File: src/rtl/fetch_unit.sv
// PC and fetch sequencer for the SNACKS core: IDLE/RUN/DONE lifecycle with table-driven redirects.
// Optional PC overflow trap is enabled by defining FETCH_WRAP_TRAP_EN.
module fetch_unit #(
    parameter int PC_W  = 8,
    parameter int IDX_W = 4
) (
    input  logic             clk,
    input  logic             rst_n,
    input  logic             start,
    input  logic             stall,
    input  logic             halt_req,
    input  logic             br_taken,
    input  logic             jmp,
    input  logic [IDX_W-1:0] br_idx,
    input  logic             tbl_we,
    input  logic [IDX_W-1:0] tbl_waddr,
    input  logic [PC_W-1:0]  tbl_wdata,
    output logic [PC_W-1:0]  pc,
    output logic             pc_valid,
    output logic             busy,
    output logic             done,
    output logic             err
);

`ifdef FETCH_WRAP_TRAP_EN
    localparam bit TRAP_EN = 1'b1;
`else
    localparam bit TRAP_EN = 1'b0;
`endif

    localparam int unsigned TBL_N = 2 ** IDX_W;

    typedef enum logic [1:0] {
        S_IDLE = 2'd0,
        S_RUN  = 2'd1,
        S_DONE = 2'd2
    } state_t;

    state_t          r_state;
    state_t          w_state_nxt;
    logic [PC_W-1:0] r_pc;
    logic [PC_W-1:0] w_pc_nxt;
    logic            r_err;
    logic            w_err_nxt;
    logic [PC_W-1:0] r_tbl [TBL_N];
    logic            w_redirect;
    logic            w_tbl_wr;

    assign w_redirect = jmp | br_taken;
    // The table is frozen while a program runs.
    assign w_tbl_wr   = tbl_we && (r_state != S_RUN);

    always_ff @(posedge clk or negedge rst_n) begin
        if (!rst_n) begin
            r_state <= S_IDLE;
            r_pc    <= '0;
            r_err   <= 1'b0;
        end else begin
            r_state <= w_state_nxt;
            r_pc    <= w_pc_nxt;
            r_err   <= w_err_nxt;
        end
    end

    always_comb begin
        w_state_nxt = r_state;
        w_pc_nxt    = r_pc;
        w_err_nxt   = r_err;
        case (r_state)
            S_IDLE, S_DONE: begin
                if (start) begin
                    w_state_nxt = S_RUN;
                    w_pc_nxt    = '0;
                    w_err_nxt   = 1'b0;
                end
            end
            S_RUN: begin
                if (halt_req) begin
                    w_state_nxt = S_DONE;
                end else if (stall) begin
                    w_pc_nxt = r_pc;
                end else if (w_redirect) begin
                    w_pc_nxt = r_tbl[br_idx];
                end else if (TRAP_EN && (&r_pc)) begin
                    w_state_nxt = S_DONE;
                    w_err_nxt   = 1'b1;
                end else begin
                    w_pc_nxt = r_pc + PC_W'(1);
                end
            end
            default: begin
                w_state_nxt = S_IDLE;
                w_pc_nxt    = '0;
                w_err_nxt   = 1'b0;
            end
        endcase
    end

    always_ff @(posedge clk or negedge rst_n) begin
        if (!rst_n) begin
            for (int unsigned i = 0; i < TBL_N; i++) begin
                r_tbl[i] <= '0;
            end
        end else if (w_tbl_wr) begin
            r_tbl[tbl_waddr] <= tbl_wdata;
        end
    end

    assign pc       = r_pc;
    assign pc_valid = (r_state == S_RUN);
    assign busy     = (r_state == S_RUN);
    assign done     = (r_state == S_DONE);
    assign err      = r_err;

endmodule
File: config.mk
export PLATFORM = sky130hd
export DESIGN_NAME = fetch_unit
export DESIGN_NICKNAME = d
export VERILOG_FILES = /design/src/rtl/fetch_unit.sv
export SDC_FILE = /design/constraint.sdc
export NUM_CORES = 1
export LEC_CHECK = 0
export ABC_AREA = 1
export ABC_CLOCK_PERIOD_IN_PS = 3100
export BUFFER_PORTS_ARGS = -buffer_cell sky130_fd_sc_hd__buf_2
export CAP_MARGIN = 25
export CORE_ASPECT_RATIO = 1.75
export CORE_UTILIZATION = 65
export DETAILED_ROUTE_END_ITERATION = 10
export GPL_TIMING_DRIVEN = 0
export PLACE_DENSITY = 0.81
export SYNTH_ARGS = -nofsm -noshare
export SYNTH_HDL_FRONTEND = slang
export SYNTH_SLANG_ARGS = --single-unit
File: constraint.sdc
create_clock -name clk -period 3.1 [get_ports clk]
set_input_delay 0.775 -clock clk [delete_from_list [all_inputs] [get_ports clk]]
set_output_delay 0.775 -clock clk [all_outputs]
set_load 0.005 [all_outputs]
# Yosys cells after proc, flatten, opt, wreduce, memory -nomap -nowiden
# Index checks and enable logic that the tools add are counted.
# Widths: inputs -> output; s select.
classes:
  eq_ne: 7
  mux: 16
  n_reduce_logical: 7
  bitwise: 4
  magnitude_cmp: 3
  n_addsub: 1
ops:
  columns: ["operator", "n"]
  rows:
  - ["$bwmux 128", 1]
  - ["$mux 8", 7]
  - ["$bmux 8 s4", 1]
  - ["$demux 8 s4", 1]
  - ["$pmux 8 s2", 1]
  - ["$ge 5x5->1 const B", 2]
  - ["$not 4->5", 2]
  - ["$add 8x1->8 const B", 1]
  - ["$ne 2x2->1 const B", 4]
  - ["$lt 5x1->1 const B", 1]
  - ["$mux 2", 2]
  - ["$pmux 2 s2", 1]
  - ["$reduce_and 2->1", 2]
  - ["$reduce_and 3->1", 1]
  - ["$eq 2x1->1 const B", 1]
  - ["$eq 2x2->1 const B", 1]
  - ["$logic_and 1x1->1", 2]
  - ["$logic_not 2->1", 1]
  - ["$ne 2x1->1 const B", 1]
  - ["$pmux 1 s2", 1]
  - ["$reduce_or 2->1", 1]
  - ["$mux 1", 1]
  - ["$not 1->1", 1]
  - ["$or 1x1->1", 1]
totals:
  out_inout_bits: 12
  inputBits: 24
  register_bits: 139
  wordCells: 57

# Logic depth before layout (Yosys ltp)
depth:
  depth_word: 8
  ltp_mapped: 12
  mapped_depth_nobuf: 11

# Least setup slack after synthesis
# No wires, ideal clock.
synth_timing:
  path_kind: "input port to flip-flop"
  startpoint: "in br_idx[1]"
  endpoint: "reg r_pc[0] (netlist: pc[0])"
  path_stages: 11
  arrival_time_ns: 1.633
  t_required_ns: 2.984
  setup_time_ns: 0.116
  setup_slack_ns: 1.350
  path_buffers: 3
  cell_sequence: "buf_4 inv_1 buf_4 buf_6 nand3_1 nand2_1 nand2_1 nand3_1 nand3_1 nand2_1 nand2_1"
synth_between:
  elab_chain_len: 8
synth_lines:
  columns: ["element", "line", "source"]
  rows:
  - ["start, declared", "14", "input logic [IDX_W-1:0] br_idx,"]
  - ["$not 4->5 (implied by the code)", "83", "w_pc_nxt = r_tbl[br_idx];"]
  - ["$bmux 8 s4", "83", null]
  - ["$mux 8 (implied by the code) (2 in a row)", "83", null]
  - ["$mux 8", "82", "end else if (w_redirect) begin"]
  - ["$mux 8", "80", "end else if (stall) begin"]
  - ["$mux 8", "78", "if (halt_req) begin"]
  - ["$pmux 8 s2", "69", "case (r_state)"]
  - ["end signal, assigned", "60", "r_pc <= w_pc_nxt;"]
  - ["end, declared", "41", "logic [PC_W-1:0] r_pc;"]
# No other way between the ends. The select of a mux whose other input is x is not followed.
# A chain may end at the register's enable or synchronous reset.

# Worst setup path after layout
layout_timing:
  startpoint: "reg r_state[0]"
  endpoint: "out pc_valid"
layout_between:
  elab_chain_len: 1
layout_lines:
  columns: ["element", "line", "source"]
  rows:
  - ["start, declared", "39", "state_t r_state;"]
  - ["start signal, assigned", "59", "r_state <= w_state_nxt;"]
  - ["$eq 2x1->1", "110", "assign pc_valid = (r_state == S_RUN);"]
  - ["end, declared", "19", "output logic pc_valid,"]
# No other way between the ends.

==> metrics.csv <==
stage,metric,value,unit
status,run status,completed,
floorplan,die width,82.0,µm
global_routing,largest net degree at the start of global routing,93,
layout,area delta synth->final,13.2,%
timing,Final min period,2.11,ns
timing,Slew HR,29.1,%
layout,post-route cell area,0.00823,mm²
cts,"Hold-fix buffers, CTS",0,
cts,Inserted Clock Buffers,17,
synthesis,dominant synthesized flop cell,dfrtp_1,
global_routing,gr usage total,39.1,%
synthesis,Synth async-reset ratio,100,%
timing,worst-margin pin slew,1.06,ns
synthesis,Post-Synthesis Cell Area,0.00728,mm²
placement,placed cell area,0.00764,mm²
synthesis,Cells after Synth,879,
cts,Post-CTS Setup Inserts,0,
global_routing,first-pass GRT wire length,32.6,mm
worst_setup_path,critical path launch point,r_state[0]$_DFFE_PN0P_,
cts,Clk Tree Root Cell,clkbuf_16,
layout,nets,957,
global_routing,vias in the first global route,6195,
drt,drc violations,0,
synthesis,syn nets,904,
layout,post-layout util,76.1,%
floorplan,Die Ht,142,µm
power_and_ir_drop,total design power,7190,µW
floorplan,Std-Cell Rows,50,
worst_setup_path,CP peak stage delay,0.40,ns
timing,max-slew violation count,0,
timing,final hold vios,0,
cts,Sinks on Clock Net,138,
layout,layout cells sized above 1,20.2,%
power_and_ir_drop,Leakage,0.00411,µW
worst_setup_path,Critical Path Fanout Max,6,
drt,via/cell ratio,5.95,
cts,Post-CTS Resized,0,
drt,DR vias,6389,
job,max-cap viol count,0,
synthesis,"Seq/Total Area, Yosys",47.5,%
drt,final wirelength,20.9,mm
layout,# diodes,0,
timing,RSZ-0062 raised after global routing,false,
synthesis,yosys warns,0,
floorplan,initial cell density of the core,67.2,%
placement,placed insts,1043,
timing,clk_skew,0.00752,ns
synthesis,syn_area_per_cell,8.28,µm²
worst_setup_path,CP required,2.32,ns
timing,Max Freq,0.474,GHz
worst_setup_path,Worst Path Arrival,1.33,ns
floorplan,core box area,0.0108,mm²
synthesis,Yosys top cell area share,47.5,%
placement,number of port buffers,33,
floorplan,die area,0.0116,mm²
worst_setup_path,CP max stage cell,dfrtp_1,
drt,Detailed Route Iter0 Violations,656,
hold_path,worst min path class,primary input to asynchronous set/reset pin,
synthesis,most frequent cells after synthesis,"nand2_1, dfrtp_1, nand3_1",
power_and_ir_drop,Power Dens Cells,873,mW/mm²
power_and_ir_drop,VDD IR-drop max,0.607,mV
cts,clock slew at reported path FFs,0.06,ns
global_routing,initial antenna violation count,0,
synthesis,"flops & latches, synth",138,
floorplan,Ports,36,
global_routing,grt total ovfl,0,
cts,H-tree Lvls,4,
drt,drt pass-1 iters,9,
layout,Layout Cells excl Fill,1074,
drt,WL/cell,19.4,µm
cts,Max clock buf depth,2,
cts,Clock Latency Late Sink,0.42,ns
synthesis,Post-synth EDFFs,0,
timing,period utilisation layout,68.0,%
layout,Fill cells,807,
synthesis,cell with the most instances after synthesis,nand2_1,
timing,Setup Viol. Count Final,0,
worst_setup_path,Worst Setup Start Kind,flip-flop,
synthesis,Synth cell types,26,
synthesis,top post-synthesis cells by area,"dfrtp_1, nand2_1, o21ai_2",
drt,Final ANT Viol Nets,0,
worst_setup_path,Reg-to-Reg Start,r_state[0]$_DFFE_PN0P_,
placement,Final Wtd Congestion,1.01,
synthesis,biggest area consumer among synthesized cells,dfrtp_1,
worst_setup_path,Worst setup EP type,output port,
worst_setup_path,crit-path cells,inv_2 > nor2_4 > buf_4 > buf_2,
worst_setup_path,critical path class,flip-flop to output port,
cts,CTS tree,done,
placement,hpwl dp,14.4,mm
-- where the power goes --
part | internal, µW | switching (µW) | leakage (µW)
logic | 819 | 1200 | 0.00205
registers | 2610 | 502 | 0.00178
clock network | 1260 | 800 | 0.000282
total | 4690 | 2500 | 0.00411
-- per-stage QoR --
stage                     setup slack [ns]  TNS [ns]  hold slack, ns
final                                0.992         0           0.284
after floorplan                       1.35         0           0.448
after global routing                 0.904         0           0.324
after detailed placement             0.670         0           0.468
after global placement              -0.537    -72.57           0.461
after CTS                            0.990         0           0.303
-- final timing paths --
check,to,slack (ns),cells after the start
min,r_tbl[110]$_DFFE_PN0P_,0.28,1
min in group clk,r_tbl[67]$_DFFE_PN0P_,0.48,2
max in group asynchronous,r_tbl[60]$_DFFE_PN0P_,1.98,2
min reg2reg,r_tbl[67]$_DFFE_PN0P_,0.48,2
max reg2reg,r_tbl[96]$_DFFE_PN0P_,1.52,8
max,pc_valid,0.99,4
-- placed cells by master, fill, tap and decap left out --
master,count
nand2_8,10
clkbuf_16,17
buf_1,4
o22ai_1,1
o21ai_1,18
buf_12,11
a21oi_1,3
clkinv_2,3
nand3_1,91
buf_4,8
conb_1,1
buf_6,4
ha_1,1
o211ai_1,2
o21ai_2,65
nor2_8,1
nand2_1,325
dfrtp_1,138
clkinv_4,1
xor2_1,3
bufinv_16,3
inv_2,2
xnor2_1,2
nand2_2,8
buf_16,1
inv_6,3
o21ai_0,58
inv_1,61
nor2_4,1
buf_2,49
clkinvlp_4,4
nor2_1,36
clkbuf_1,9
-- layout make-up --
cell class,count,area (µm²),area share (%)
buffer,52,448,5.44
clock buffer,17,425,5.17
clock inverter,14,170,2.07
inverter,63,236,2.87
multi-input combinational,626,3140,38.1
sequential,138,3450,41.9
tap,130,163,1.98
timing repair buffer,34,199,2.42
-- critical path, delay by kind of cell (launching register included) --
kind | cells | cell delay [ns]
flip-flops | 1 | 0.40
buffers and inverters | 3 | 0.31
AND/OR/NAND/NOR | 1 | 0.20
-- registers in the layout, summed over array words and instances (netlist names) --
| name | count |
|---|---|
| r_tbl | 128 |
| pc | 8 |
| r_state | 2 |
-- logic make-up after synthesis --
logic type | after synthesis | share of synthesized area, %
simple gates | 472 | 28.8
compound gates | 147 | 13.6
flops | 138 | 47.5
buf+inv | 115 | 9.41
xor+xnor | 5 | 0.602
fa+ha+maj | 1 | 0.172
other cells | 1 | 0.0515
-- per-layer routing --
metal / vias to the layer above / wire length [µm] / track usage, %
met2: 331 / 10200 / 62.0
met5: - / 0 / 0
met1: 3052 / 7710 / 45.4
li1: 2909 / - / -
met3: 97 / 1510 / 8.85
met4: 0 / 1480 / 28.2
Power figures use the tool's default switching activity.
